[src/rtl/dll_lock_detect_pkg.sv]
// Shared constants for the DLL lock monitor: default sizing and FSM state encodings,
// kept in one place so the DLL controller and the monitor agree.
package dll_lock_detect_pkg;

  localparam int unsigned CntWDef = 8;
  localparam int unsigned TolDef  = 1;
  localparam int unsigned HystDef = 4;
  localparam int unsigned DivW    = 5;
  localparam int unsigned StreakW = 4;

  localparam logic [1:0] StDisabled = 2'd0;
  localparam logic [1:0] StArm      = 2'd1;
  localparam logic [1:0] StTrack    = 2'd2;

endpackage

[src/rtl/dll_lock_detect_if.sv]
// Control/status bundle between the lock monitor and its user.
interface dll_lock_detect_if import dll_lock_detect_pkg::*; #(
  parameter int unsigned CNT_W = CntWDef
);
  logic            enable;
  logic            osc;
  logic [DivW-1:0] div;
  logic            locked;
  logic            lost;
  logic [CNT_W-1:0] count;
  logic            count_valid;

  modport master (
    output enable, osc, div,
    input  locked, lost, count, count_valid
  );

  modport slave (
    input  enable, osc, div,
    output locked, lost, count, count_valid
  );
endinterface

[src/rtl/dll_osc_sync.sv]
// Two-flop synchronizer plus rising-edge detector for an asynchronous input entering
// the DLL clock domain.
module dll_osc_sync (
  input  logic clock,
  input  logic resetb,
  input  logic i_async,
  output logic o_rise
);
  logic [1:0] r_sync;
  logic       r_prev;

  always_ff @(posedge clock) begin
    if (!resetb) begin
      r_sync <= 2'b00;
      r_prev <= 1'b0;
    end else begin
      r_sync <= {r_sync[0], i_async};
      r_prev <= r_sync[1];
    end
  end

  assign o_rise = r_sync[1] & ~r_prev;
endmodule

[src/rtl/dll_lock_detect.sv]
// DLL lock monitor: counts DLL clocks per osc period, compares against div and reports
// a debounced lock level, a loss-of-lock pulse and the raw measurement.
module dll_lock_detect import dll_lock_detect_pkg::*; #(
  parameter int unsigned CNT_W = CntWDef,
  parameter int unsigned TOL   = TolDef,
  parameter int unsigned HYST  = HystDef
) (
  input  logic              clock,
  input  logic              resetb,
  dll_lock_detect_if.slave  bus
);
  localparam logic [CNT_W-1:0]   CntMax = '1;
  localparam logic [CNT_W-1:0]   CntOne = CNT_W'(1);
  localparam logic [CNT_W:0]     TolV   = (CNT_W+1)'(TOL);
  localparam logic [StreakW-1:0] HystV  = StreakW'(HYST);

  logic [1:0]         r_state;
  logic [StreakW-1:0] r_streak;
  logic [CNT_W-1:0]   r_counter;
  logic [DivW-1:0]    r_div_q;
  logic               r_locked;
  logic               r_lost;
  logic [CNT_W-1:0]   r_count;
  logic               r_count_valid;

  logic               w_rise;
  logic [CNT_W:0]     w_diff;
  logic [CNT_W:0]     w_mag;
  logic               w_match;
  logic               w_div_chg;
  logic               w_sat;
  logic [CNT_W-1:0]   w_cnt_inc;
  logic [StreakW-1:0] w_streak_inc;

  dll_osc_sync u_osc_sync (
    .clock   (clock),
    .resetb  (resetb),
    .i_async (bus.osc),
    .o_rise  (w_rise)
  );

  always_comb begin
    // Diff spans -(2^DivW-1)..2^CNT_W-1, so the extra bit is a valid sign.
    w_diff       = {1'b0, r_counter} - (CNT_W+1)'(r_div_q);
    w_mag        = w_diff[CNT_W] ? -w_diff : w_diff;
    w_match      = (r_div_q != '0) && (w_mag <= TolV);
    w_div_chg    = (bus.div != r_div_q);
    w_sat        = (r_counter == CntMax);
    w_cnt_inc    = w_sat ? r_counter : r_counter + CntOne;
    w_streak_inc = (r_streak >= HystV) ? HystV : r_streak + StreakW'(1);
  end

  always_ff @(posedge clock) begin
    if (!resetb || !bus.enable) begin
      r_state       <= StDisabled;
      r_streak      <= '0;
      r_counter     <= '0;
      r_div_q       <= '0;
      r_locked      <= 1'b0;
      r_lost        <= 1'b0;
      r_count       <= '0;
      r_count_valid <= 1'b0;
    end else begin
      r_lost        <= 1'b0;
      r_count_valid <= 1'b0;
      if (r_state == StDisabled) begin
        r_state   <= StArm;
        r_div_q   <= bus.div;
        r_counter <= '0;
      end else if (r_state != StArm && r_state != StTrack) begin
        r_state <= StDisabled;
      end else if (w_div_chg) begin
        // A rise in this cycle is dropped; the new ratio needs a fresh partial period.
        r_div_q   <= bus.div;
        r_streak  <= '0;
        r_locked  <= 1'b0;
        r_lost    <= r_locked;
        r_state   <= StArm;
        r_counter <= w_cnt_inc;
      end else if (r_state == StArm) begin
        if (w_rise) begin
          r_counter <= CntOne;
          r_state   <= StTrack;
        end else begin
          r_counter <= w_cnt_inc;
        end
      end else if (w_rise) begin
        r_counter     <= CntOne;
        r_count       <= r_counter;
        r_count_valid <= 1'b1;
        if (w_match) begin
          r_streak <= w_streak_inc;
          r_locked <= (w_streak_inc >= HystV);
        end else begin
          r_streak <= '0;
          r_locked <= 1'b0;
          r_lost   <= r_locked;
        end
      end else if (w_sat) begin
        // Leaving TRACK makes the timeout a single event rather than a per-cycle one.
        r_streak <= '0;
        r_locked <= 1'b0;
        r_lost   <= r_locked;
        r_state  <= StArm;
      end else begin
        r_counter <= w_cnt_inc;
      end
    end
  end

  assign bus.locked      = r_locked;
  assign bus.lost        = r_lost;
  assign bus.count       = r_count;
  assign bus.count_valid = r_count_valid;
endmodule

[src/flat_wrapper.sv]
// flat-port wrapper written by rule: the top's interface ports become plain ports
module dll_lock_detect_flat import dll_lock_detect_pkg::*;
#(
  parameter int unsigned CNT_W = CntWDef,
  parameter int unsigned TOL   = TolDef,
  parameter int unsigned HYST  = HystDef
)
  (clock, resetb, bus_enable, bus_osc, bus_div, bus_locked, bus_lost, bus_count, bus_count_valid);
  dll_lock_detect_if #(.CNT_W(CNT_W)) bus_i ();
  input  logic clock;
  input  logic resetb;
  input wire logic [$bits(bus_i.enable)-1:0] bus_enable;
  input wire logic [$bits(bus_i.osc)-1:0] bus_osc;
  input wire logic [$bits(bus_i.div)-1:0] bus_div;
  output wire logic [$bits(bus_i.locked)-1:0] bus_locked;
  output wire logic [$bits(bus_i.lost)-1:0] bus_lost;
  output wire logic [$bits(bus_i.count)-1:0] bus_count;
  output wire logic [$bits(bus_i.count_valid)-1:0] bus_count_valid;
  assign bus_i.enable = bus_enable;
  assign bus_i.osc = bus_osc;
  assign bus_i.div = bus_div;
  assign bus_locked = bus_i.locked;
  assign bus_lost = bus_i.lost;
  assign bus_count = bus_i.count;
  assign bus_count_valid = bus_i.count_valid;
  dll_lock_detect #(.CNT_W(CNT_W), .TOL(TOL), .HYST(HYST)) u_core (.clock(clock), .resetb(resetb), .bus(bus_i));
endmodule
[config.mk]
export PLATFORM = sky130hd
export DESIGN_NAME = dll_lock_detect_flat
export DESIGN_NICKNAME = d
export VERILOG_FILES = /design/src/rtl/dll_lock_detect_pkg.sv /design/src/rtl/dll_lock_detect_if.sv /design/src/rtl/dll_osc_sync.sv /design/src/rtl/dll_lock_detect.sv /design/src/flat_wrapper.sv
export SDC_FILE = /design/constraint.sdc
export NUM_CORES = 1
export LEC_CHECK = 0
export ABC_AREA = 1
export CAP_MARGIN = 30
export CORE_AREA = 4 4 53 91
export CTS_BUF_LIST = sky130_fd_sc_hd__clkbuf_4
export DETAILED_ROUTE_END_ITERATION = 6
export DIE_AREA = 0 0 57 95
export PLACE_DENSITY_LB_ADDON = 0.1
export SKIP_LAST_GASP = 1
export SYNTH_ARGS = -nofsm -noshare
export SYNTH_HDL_FRONTEND = slang
export SYNTH_SLANG_ARGS = --single-unit
[constraint.sdc]
create_clock -name clock -period 2.3 [get_ports clock]
set_input_delay 0.46 -clock clock [delete_from_list [all_inputs] [get_ports clock]]
set_output_delay 0.46 -clock clock [all_outputs]
set_load 0.03 [all_outputs]
Word-level counts from Yosys, hierarchy flattened. Index checks and enable logic that the tools add are counted.

Latch bits: 0. Memories kept: 0. Output and inout port bits: 11. Flip-flop bits (word level): 33. Input bits: 9. Bits in writable memories: 0. ROM bits: 0.

Shifts and indexed selects: 0. Magnitude comparators: 3. Add/subtract/negate cells: 4. Div/mod/pow operators: 0. Mux-type cells: 34. Multipliers: 0. Bitwise logic cells: 6. Eq/ne operators: 12. Reduce and logical (&&, ||, !) cells: 21.

Operator list (number): $mux W8 (6); $mux W4 (6); $mux W5 (3); $mux W1 (14); $reduce_bool A5 Y1 (2); $le A9 B1 Y1 const B (1); $mux W9 (1); $neg A9 Y9 (1); $sub A8 B5 Y9 (1); $add A8 B1 Y8 const B (1); $eq A8 B8 Y1 const B (1); $ge A4 B3 Y1 const B (2); $mux W2 (4); $ne A2 B1 Y1 const B (4); $reduce_and A3 Y1 (2); $ne A5 B1 Y1 const B (1); $ne A5 B2 Y1 const B (1); $ne A5 B5 Y1 (1); $not A1 Y1 (5); $reduce_and A5 Y1 (1); $reduce_or A5 Y1 (1); $add A4 B1 Y4 const B (1); $ne A2 B2 Y1 const B (2); $ne A4 B3 Y1 const B (1); 13 further kinds (17).

Depth between registers and ports, before layout. Gate-level depths: netlist (run 1).

Depth after elaboration: 9. Depth in mapped cells: 17. Mapped depth without buffers: 17.

By module. Synthesis (run 1) repeated with hierarchy kept, for this count alone.

Cell total of the unflattened synthesis: 313. Area total of the unflattened synthesis: 2155.8 µm².

By module, submodules not included: dll_lock_detect (cells each 302, area an instance 2063.2 µm², times used 1); dll_osc_sync (cells each 11, area an instance 92.6 µm², times used 1).

Least setup slack after synthesis (run 1). OpenSTA, ideal clock, no wires.

Path kind: register to register. Start: register u_core.r_counter[0]. End: register u_core.r_locked (netlist: u_core.bus.locked). Library setup time: 0.133 ns. Path slack: 0.101 ns. Required time: 2.167 ns. Arrival: 2.066 ns. Buffers on the path: 0. Cell stages (with the launch flop): 16. Cell sequence: dfxtp_1 > inv_1 > ha_1 > inv_1 > fa_1 > inv_1 > ha_1 > inv_1 > nor2_1 > nand3_1 > nor2_1 > nand3_1 > nand2_1 > nor2_2 > nand3_1 > a21oi_1.

Word-level cells in the longest chain between the ends: 9. Elaborated cells between the ends (all ways): 12. Classes of those cells: add/sub (2); order compare (1); eq/ne (1); mux (5); reduce/logical (3).

Ends and longest elaborated chain: start, declared (RTL line dll_lock_detect.sv:19) `logic [CNT_W-1:0] r_counter;`; start signal, assigned (RTL line dll_lock_detect.sv:79) `r_counter <= w_cnt_inc;`; start signal, assigned (RTL line dll_lock_detect.sv:82) `r_counter <= CntOne;`; start signal, assigned (RTL line dll_lock_detect.sv:85) `r_counter <= w_cnt_inc;`; $sub A8 B5 Y9 (RTL line dll_lock_detect.sv:44) `w_diff = {1'b0, r_counter} - (CNT_W+1)'(r_div_q);`; $neg A9 Y9 (RTL line dll_lock_detect.sv:45) `w_mag = w_diff[CNT_W] ? -w_diff : w_diff;`; $mux W9 (RTL line dll_lock_detect.sv:45); $le A9 B1 Y1 (RTL line dll_lock_detect.sv:46) `w_match = (r_div_q != '0) && (w_mag <= TolV);`; $logic_and A1 B1 Y1 (RTL line dll_lock_detect.sv:46); $mux W1 (RTL line dll_lock_detect.sv:91) `if (w_match) begin`; $mux W1 (RTL line dll_lock_detect.sv:87) `end else if (w_rise) begin`; $mux W1 (RTL line dll_lock_detect.sv:80) `end else if (r_state == StArm) begin`; $mux W1 (RTL line dll_lock_detect.sv:72) `end else if (w_div_chg) begin`; end signal, assigned (RTL line dll_lock_detect.sv:93) `r_locked <= (w_streak_inc >= HystV);`; end, declared (RTL line dll_lock_detect.sv:21) `logic r_locked;`.

Parallel ways exist; a longest one is shown, timed or not. The select of a mux whose other input is x is not followed. A chain may end at the register's enable or synchronous reset.

Final worst setup path (run 1).
Start: register u_core.r_counter[0]. End: register u_core.r_streak[1].

Word-level cells in the longest chain between the ends: 9. Elaborated cells between the ends (all ways): 12. Classes of those cells: add/sub (2); order compare (1); eq/ne (1); mux (5); reduce/logical (3).

Ends and longest elaborated chain: $sub A8 B5 Y9 (RTL line dll_lock_detect.sv:44); $neg A9 Y9 (RTL line dll_lock_detect.sv:45); $mux W9 (RTL line dll_lock_detect.sv:45); $le A9 B1 Y1 (RTL line dll_lock_detect.sv:46); $logic_and A1 B1 Y1 (RTL line dll_lock_detect.sv:46); $mux W4 (RTL line dll_lock_detect.sv:91); $mux W4 (RTL line dll_lock_detect.sv:87); $mux W4 (RTL line dll_lock_detect.sv:80); $mux W4 (RTL line dll_lock_detect.sv:72); end signal, assigned (RTL line dll_lock_detect.sv:92) `r_streak <= w_streak_inc;`; end, declared (RTL line dll_lock_detect.sv:18) `logic [StreakW-1:0] r_streak;`.

Parallel ways exist; a longest one is shown, timed or not. The select of a mux whose other input is x is not followed.

==> summary.md, run 1 <==
| Metric | Value |
|---|---|
| Wire per inst | between 10 and 15 µm |
| Max-slew headroom | 0.790 |
| Final Hold Vio Count | 0 |
| Routed length on met3 | roughly 100 µm |
| Synthesized area | approximately 2100 µm² |
| Starting DRT DRC Count | 71 |
| Slowest cell on the critical path | fa_2 |
| Setup crit start kind | flop |
| Worst Tran Pin Value | roughly 0.31 ns |
| Final net count | between 300 and 400 |
| Synth Net Count | approximately 350 |
| Most used cell, CP | inv_2 |
| Metal-1 WL | approximately 2000 µm |
| Worst-Skew Late Latency | between 0.3 and 0.4 ns |
| First-pass GRT wire length | ~8700 µm |
| Crit-path cells | inv_2, ha_4, inv_2, fa_2, inv_2, ha_4, inv_2, nand4_1, nand2_1, nand2_1, nor2_1, nand2_1, nor2_2, nand4_1, a21oi_1 |
| Post-DP Area | ~2400 µm² |
| Cts bufs inserted | 5 |
| Filler instances | between 400 and 500 |
| Worst setup EP type | flop |
| Skew final | between 0.006 and 0.007 ns |
| Power per standard cell area | 445 nW/µm² |
| R2R Path End | u_core.r_streak[1]$_SDFFE_PP0P_ |
| Yosys warning count | 0 |
| Crit Path Max Fanout | 3 |
| Origin of the critical flop-to-flop path | u_core.r_counter[0]$_SDFFE_PP0P_ |
| Number of global-route vias before repair | around 2000 |
| Antenna Nets Post-Route | 0 |
| Initial core utilization | 0.523 |
| Register area share after synthesis | 0.308 |
| Min Tclk post-route | 2.29 ns |
| Final Max Tran Viols | 0 |
| Finished Cell Area | 2560 µm² |
| Via Count | between 2000 and 2500 |
| Synth Instances | between 300 and 400 |
| Port buffer count | 19 |
| Final setup violation count | 0 |
| FF-to-FF path depth | 15 |
| Delay-heaviest family, CP | adder cells |
| Critical Path Start | u_core.r_counter[0]$_SDFFE_PP0P_ |
| Die Span Y | 95 µm |
| Hold crit path type | flop to flop |
| Clk pin slew, worst setup/hold paths | ~0.1 ns |
| Fin cells | roughly 410 |
| Crit path depth | 15 |
| WL met2 | between 2000 and 3000 µm |
| Post-Route WL | about 5100 µm |
| Final core occ | 0.622 |
| DR vias/cell | 5.07 |
| Avg Inst Size Synth | around 6.6 µm² |
| Crit path kind | flop to flop |
| GRT Util Overall | 0.207 |
| Grt ovf | 0 |
| CTS Root Cell | clkbuf_4 |
| DRC | 0 |
| Setup repair after global routing missed its margin | yes |
| MaxCap Viol Count | 0 |
| FP Rows | 31 |
| Dpl hpwl | 3990 µm |
| Commonest cells after routing, fill and taps aside | 70 x nand2_1, 48 x nor2_1, 47 x inv_1, 31 x dfxtp_1, 22 x nand3_1 |
| Die area | around 5400 µm² |
| Deepest clock path buffer count | 2 |
| Number of buffers and inverters on the critical path | 4 |
| Most common cell after layout, fill and taps aside | nand2_1 |
| Diode count | 0 |
| Largest net degree at the start of global routing | 18 |
| Critical path destination | u_core.r_streak[1]$_SDFFE_PP0P_ |
| FF+latch count, synth | 33 |
| Share of cells above drive strength 1 | 0.153 |
| Post-route clock period utilization | 0.996 |
| H-tree levels | 2 |
| Slowest stage delay, CP | between 0.5 and 0.6 ns |
| Placer Congestion | 0.944 |
| CP arrival | about 2.6 ns |
| DR top layer | met4 |
| Synth cell types | 33 |
| Layout overhead on the synthesized area | 19.0% |
| CTS sink count | 33 |
| Reg2reg setup slack | between 0.01 and 0.015 ns |
| Core ar. | about 4100 µm² |
| Die X | ~57 µm |
| Worst vdd ir | between 300 and 400 µV |
| Placed cell count | 400 |
| Initial antenna violation count | 0 |
| Lkg Pwr | approximately 0.0012 µW |
| Io pins | 20 |
| Critical Path RT | between 2 and 3 ns |
| Outcome | finished, final reports clean |
| CTS tree | yes |
| First drt pass iteration count | 4 |
| Highest Clock Rate | approximately 0.44 GHz |
==> metal layers <==
layer,track usage,vias up
met4,0.147,0
met5,0,-
li1,-,1097
met2,0.364,35
met3,0.0369,19
met1,0.215,924
==> flip-flops by register name, summed over array words and instances (netlist names) <==
signal	cells
u_core.bus.lost	1
u_core.bus.count	8
u_core.u_osc_sync.r_prev	1
u_core.bus.locked	1
u_core.r_div_q	5
u_core.u_osc_sync.r_sync	2
u_core.bus.count_valid	1
u_core.r_streak	4
u_core.r_state	2
u_core.r_counter	8
==> area by class of cell <==
type                    instances  area [µm²]  area share
multi-input cells             235        1320       0.515
flip-flops and latches         33         663       0.259
inverters                      57         216      0.0846
well taps                      49        61.3      0.0240
repair buffers                 27         250      0.0978
clock inverters                 3        12.5     0.00489
clock buffers                   5        37.5      0.0147
==> cell families after synthesis <==
| kind of cell | Yosys count | share of synthesized area |
|---|---|---|
| adders and majority gates | 13 | 0.0792 |
| buffers and inverters | 59 | 0.105 |
| xor gates and xnor gates | 7 | 0.0285 |
| DFF | 33 | 0.308 |
| and+or+nand+nor | 175 | 0.368 |
| AOI/OAI and AO/OA | 40 | 0.112 |
==> cell usage after synthesis <==
master | instances | share of area
nor3b_1 | 1 | 0.0035
nand4_1 | 6 | 0.017
xor2_1 | 6 | 0.024
nor3_4 | 1 | 0.0076
nor2_2 | 3 | 0.0087
inv_2 | 5 | 0.0087
nor2_4 | 1 | 0.0052
nand3b_1 | 1 | 0.0035
nand2_1 | 73 | 0.13
a21oi_2 | 2 | 0.0082
a211oi_1 | 9 | 0.031
nand3_2 | 2 | 0.0093
xnor2_1 | 1 | 0.0041
o21ai_0 | 11 | 0.026
o21ai_2 | 1 | 0.0041
fa_1 | 1 | 0.0093
nor2_1 | 50 | 0.087
dfxtp_1 | 33 | 0.31
a21oi_1 | 15 | 0.035
a31oi_1 | 1 | 0.0029
a21boi_2 | 1 | 0.0052
nor3_1 | 5 | 0.012
nand3_1 | 24 | 0.056
nand2_4 | 2 | 0.010
inv_1 | 51 | 0.089
ha_1 | 12 | 0.070
or2_1 | 1 | 0.0029
buf_2 | 1 | 0.0023
nor3_2 | 1 | 0.0047
inv_4 | 1 | 0.0029
clkbuf_1 | 1 | 0.0017
or2_2 | 1 | 0.0029
nand2_2 | 3 | 0.0087
==> report_power, final <==
part           internal [µW]  switching [µW]  leakage (µW)
logic                   93.9             149      0.000902
registers                579            4.87      0.000268
clock network            110             201     0.0000300
==> worst min path at each step <==
stage | startpoint | to | cells after the start
after floorplan | u_core.u_osc_sync.r_sync[0]$_SDFF_PN0_ | u_core.u_osc_sync.r_sync[1]$_SDFF_PN0_ | 2
after global placement | u_core.u_osc_sync.r_sync[0]$_SDFF_PN0_ | u_core.u_osc_sync.r_sync[1]$_SDFF_PN0_ | 2
after detailed placement | u_core.u_osc_sync.r_sync[0]$_SDFF_PN0_ | u_core.u_osc_sync.r_sync[1]$_SDFF_PN0_ | 2
after CTS | u_core.u_osc_sync.r_sync[0]$_SDFF_PN0_ | u_core.u_osc_sync.r_sync[1]$_SDFF_PN0_ | 2
after global routing | u_core.u_osc_sync.r_sync[0]$_SDFF_PN0_ | u_core.u_osc_sync.r_sync[1]$_SDFF_PN0_ | 2
final | u_core.u_osc_sync.r_sync[0]$_SDFF_PN0_ | u_core.u_osc_sync.r_sync[1]$_SDFF_PN0_ | 2
==> timing repair <==
item	4_1_cts	5_1_grt
resized for setup	3	15
hold buffers	0	0
setup buffers	1	0
cloned	0	0
setup endpoints to repair	3	5
pin swaps	0	2
==> stage by stage <==
step	hold WS [ns]	total power (µW)	setup WS (ns)	setup TNS, ns
finish	0.426	1140	0.0103	0
global route	0.463	1220	-0.136	-0.507
CTS	0.433	1140	0.0141	0
detailed placement	0.409	815	-0.00491	-0.00923
global placement	0.408	814	0.0306	0
floorplan	0.390	755	0.101	0
==> worst register-to-register path: stages, from the launching register on <==
cell,delay (ns)
dfxtp_2,0.34
inv_2,0.07
ha_4,0.12
inv_2,0.04
fa_2,0.54
inv_2,0.06
ha_4,0.23
inv_2,0.04
nand4_1,0.08
nand2_1,0.11
nand2_1,0.06
nor2_1,0.09
nand2_1,0.07
nor2_2,0.14
nand4_1,0.12
a21oi_1,0.14
Note: power is estimated with default switching activity, not from simulation.
==> inputs of run 2 (changes only) <==
--- a/config.mk
+++ b/config.mk
@@ -5,12 +5,10 @@
 export SDC_FILE = /design/constraint.sdc
 export NUM_CORES = 1
 export LEC_CHECK = 0
-export ABC_AREA = 1
-export CAP_MARGIN = 30
-export CORE_AREA = 4 4 53 91
+export CORE_AREA = 4 4 52 88
 export CTS_BUF_LIST = sky130_fd_sc_hd__clkbuf_4
 export DETAILED_ROUTE_END_ITERATION = 6
-export DIE_AREA = 0 0 57 95
+export DIE_AREA = 0 0 56 92
 export PLACE_DENSITY_LB_ADDON = 0.1
 export SKIP_LAST_GASP = 1
 export SYNTH_ARGS = -nofsm -noshare
==> run 2 against run 1 <==
Against the previous run: the run now ends with negative setup slack left; non-clock buffer count rose by 34; die area shrank 4.9%; register-to-register slack lost 0.19 ns; synthesized cell count shrank 30%; global-route usage shrank 0.56 points; sequential share of layout area down 1.5 points; clock-buffer cell count up 1; sequential power about the same; critical path depth down 4; critical endpoint is now u_core.r_streak[0]$_SDFFE_PP0P_; wire length down 0.51%.
==> summary.md, run 2 <==
| Metric | Value |
|---|---|
| Outcome | finished with violations |
| Failing checks | negative setup slack |
| First drt pass iteration count | 4 (unchanged) |
| Setup crit start kind | flop |
| Setup repair after global routing missed its margin | yes |
| R2R Path End | u_core.r_streak[0]$_SDFFE_PP0P_ |
| Placed cell count | 324 (-19%) |
| Clock network power share | 0.269 (-0.004) |
| Internal power | 818 µW (+4.5%) |
| Initial antenna violation count | 0 (unchanged) |
| Via Count | 1871 (-9.8%) |
| Wire per inst | 15.0 µm (+21%) |
| Cts bufs inserted | 5 (unchanged) |
| MaxCap Viol Count | 0 (unchanged) |
| Synth Instances | 229 (-30%) |
| CTS sink count | 33 (unchanged) |
| FF-to-FF path depth | 11 (-4) |
| Post-Route WL | 5040 µm (-0.51%) |
| Seq pwr share | 0.521 (+0.008) |
| Highest Clock Rate | 0.404 GHz (-7.5%) |
| Lkg Pwr | 0.00108 µW (-10%) |
| Min Tclk post-route | 2.48 ns (+0.186 ns) |
| Worst Tran Pin Value | 0.474 ns (+0.160 ns) |
| Worst-Skew Late Latency | 0.32 ns (-0.03 ns) |
| Fin cells | 336 (-18%) |
| Number of enable flip-flop cells after synthesis | 0 (unchanged) |
| Power per standard cell area | 410 nW/µm² (-7.7%) |
| Multi-input logic area | 1410 µm² (+6.7%) |
| Post-DP Area | 2520 µm² (+3.0%) |
| Final core occ | 0.699 (+0.0767) |
| Delay-heaviest family, CP | adder cells |
| Hold depth | 1 (-1) |
| Layout overhead on the synthesized area | 37.6% |
| Synth Net Count | 251 (-28%) |
| Crit Path Max Fanout | 4 (+1) |
| Skew final | 0.00733 ns (+0.000366 ns) |
| Number of buffers and inverters on the critical path | 3 (-1) |
| Final Hold Vio Count | 0 (unchanged) |
| Starting DRT DRC Count | 106 (+49%) |
| P_sw | 301 µW (-15%) |
| FP Rows | 30 (-3.2%) |
| FF+latch count, synth | 33 (unchanged) |
| Commonest cells after routing, fill and taps aside | 41 x buf_4, 29 x nor2_1, 28 x dfxtp_1, 19 x clkdlybuf4s50_1, 17 x nand2_1 |
| First-pass GRT wire length | 8250 µm (-5.3%) |
| Die X | 56 µm (-1.8%) |
| Avg Inst Size Synth | 8.65 µm² (+32%) |
| Total chip power | 1120 µW (-1.6%) |
| Commonest cells post-synth | 33 x dfxtp_1, 30 x nor2_1, 18 x nand2_1, 13 x mux2i_1, 12 x ha_1 |
| Final setup violation count | 5 (+5) |
| GRT Util Overall | 0.201 (-0.00559) |
| Final Max Tran Viols | 0 (unchanged) |
| Synth top area share | 0.333 (+0.0258) |
| Filler instances | 329 (-21%) |
| Worst vdd ir | 308 µV (-11%) |
| CTS Root Cell | clkbuf_4 |
| Post-route setup slack | -0.176 ns (-0.186 ns) |
| Crit path kind | flop to flop |
| Port buffer count | 19 (unchanged) |
| Dpl hpwl | 3720 µm (-6.9%) |
| Diode count | 0 (unchanged) |
| Core ar. | 3900 µm² (-5.1%) |
| Top FF cell, synth | dfxtp_1 |
| Most common cell after layout, fill and taps aside | buf_4 |
| Reg2reg setup slack | -0.18 ns (-0.19 ns) |
| HP Start | u_core.u_osc_sync.r_sync[0]$_SDFF_PN0_ |
| Worst setup EP type | flop |
| Crit-path cells | inv_2, ha_4, inv_2, fa_2, inv_2, ha_4, nor2_2, nand4_1, a32oi_4, nand4_4, o41ai_2 |
| DR vias/cell | 5.57 (+9.8%) |
| Placer Congestion | 0.832 (-12%) |
| Top cells by area, synth | dfxtp_1 33%, ha_1 7.6%, mux2i_1 6.6%, nor2_1 5.7%, nand2_1 3.4% |
| Hold crit path type | flop to flop |
| Die Span Y | 92 µm (-3.2%) |
| Grt ovf | 0 (unchanged) |
| Die area | 5150 µm² (-4.9%) |
| Finished Cell Area | 2730 µm² (+6.7%) |
| DRC | 0 (unchanged) |
| Hold endpoint | u_core.u_osc_sync.r_sync[1]$_SDFF_PN0_ |
| CP arrival | 2.70 ns (+0.13 ns) |
| Share of cells above drive strength 1 | 0.323 (+0.170) |
| Deepest clock path buffer count | 2 (unchanged) |
| Largest net degree at the start of global routing | 13 (-5) |
| Initial core utilization | 0.508 (-0.0148) |
| Comb pwr share | 0.210 (-0.003) |
| Number of global-route vias before repair | 1839 (-9.1%) |
| Io pins | 20 (unchanged) |
| Final net count | 310 (-19%) |
| Antenna Nets Post-Route | 0 (unchanged) |
| Dominant cell type by area after synthesis | dfxtp_1 |
| Critical Path RT | 2.52 ns (-0.06 ns) |
| Yosys warning count | 0 (unchanged) |
| Synth cell types | 52 (+58%) |
| CTS tree | yes |
| Post-route clock period utilization | 1.08 (+0.0809) |
| Setup_tns | -0.522 ns (-0.522 ns) |
| Synthesized area | 1980 µm² (-7.7%) |
| Ys async rst share | 0 (unchanged) |
| Origin of the critical flop-to-flop path | u_core.r_counter[0]$_SDFFE_PP0P_ |
| Slowest cell on the critical path | fa_2 |
| Most used cell, CP | inv_2 |
| Slowest stage delay, CP | 0.58 ns (+0.04 ns) |
| Reg area | 667 µm² (+0.57%) |
| Clk pin slew, worst setup/hold paths | 0.10 ns (about the same) |
| Switching share of total power | 0.269 (-0.0426) |
| Register area share after synthesis | 0.333 (+0.0258) |
| Max-slew headroom | 0.684 (-0.107) |
| Most frequent cell after synthesis | dfxtp_1 |
| H-tree levels | 2 (unchanged) |
## run 2: cells by family (layout without fill, tap and decap cells)
kind of cell / count (synthesis) / count (layout) / synth area share
XOR/XNOR: 11 / 11 / 0.0486
AND/OR/NAND/NOR: 105 / 105 / 0.285
adder cells (fa/ha/maj): 13 / 13 / 0.0859
buffers and inverters: 19 / 78 / 0.0410
multiplexers: 13 / 13 / 0.0657
flip-flops: 33 / 33 / 0.333
AO/OA/AOI/OAI: 35 / 35 / 0.140
## run 2: layout make-up
type / instances / share of cell area
sequential: 33 / 0.244
inverter: 10 / 0.0138
multi-input combinational: 177 / 0.515
clock buffer: 6 / 0.0165
timing repair buffer: 61 / 0.187
tap: 48 / 0.0220
clock inverter: 1 / 0.00138
## run 2: stage by stage
stage                     setup slack [ns]  hold WS, ns
after floorplan                    -0.0579        0.412
after global placement              -0.154        0.431
after detailed placement            -0.181        0.430
after CTS                           -0.116        0.459
after global routing                -0.264        0.494
final                               -0.176        0.452
## run 2: worst max-delay path by stage
stage                                                start                               to  cells past startpoint
after detailed placement  u_core.r_counter[0]$_SDFFE_PP0P_  u_core.r_streak[0]$_SDFFE_PP0P_                     11
after global routing      u_core.r_counter[0]$_SDFFE_PP0P_  u_core.r_streak[0]$_SDFFE_PP0P_                     11
after CTS                   u_core.r_div_q[1]$_SDFFE_PP0P_  u_core.r_streak[0]$_SDFFE_PP0P_                     10
after global placement    u_core.r_counter[0]$_SDFFE_PP0P_       u_core.bus.lost$_SDFF_PP0_                     11
after floorplan           u_core.r_counter[0]$_SDFFE_PP0P_  u_core.r_streak[0]$_SDFFE_PP0P_                     11
final                     u_core.r_counter[0]$_SDFFE_PP0P_  u_core.r_streak[0]$_SDFFE_PP0P_                     11
## run 2: per-layer routing
layer,share of wire,GRT usage
met5,0,0
met4,0.024,0.0851
met3,0.023,0.0282
met2,0.55,0.370
met1,0.41,0.224
## run 2: what timing repair did
item	4_1_cts	5_1_grt
pin swaps	11	8
endpoints found under the hold margin	0	0
endpoints found under the setup margin	5	5
setup buffers	1	4
resized for setup	21	8
hold buffers	0	0
## run 2: power by group through the flow
stage	logic (µW)	clock network, µW	registers (µW)
2_1_floorplan	124	0	596
3_3_place_gp	198	0	595
3_5_place_dp	198	0	595
4_1_cts	216	314	583
5_1_grt	255	338	584
6_report	235	301	583
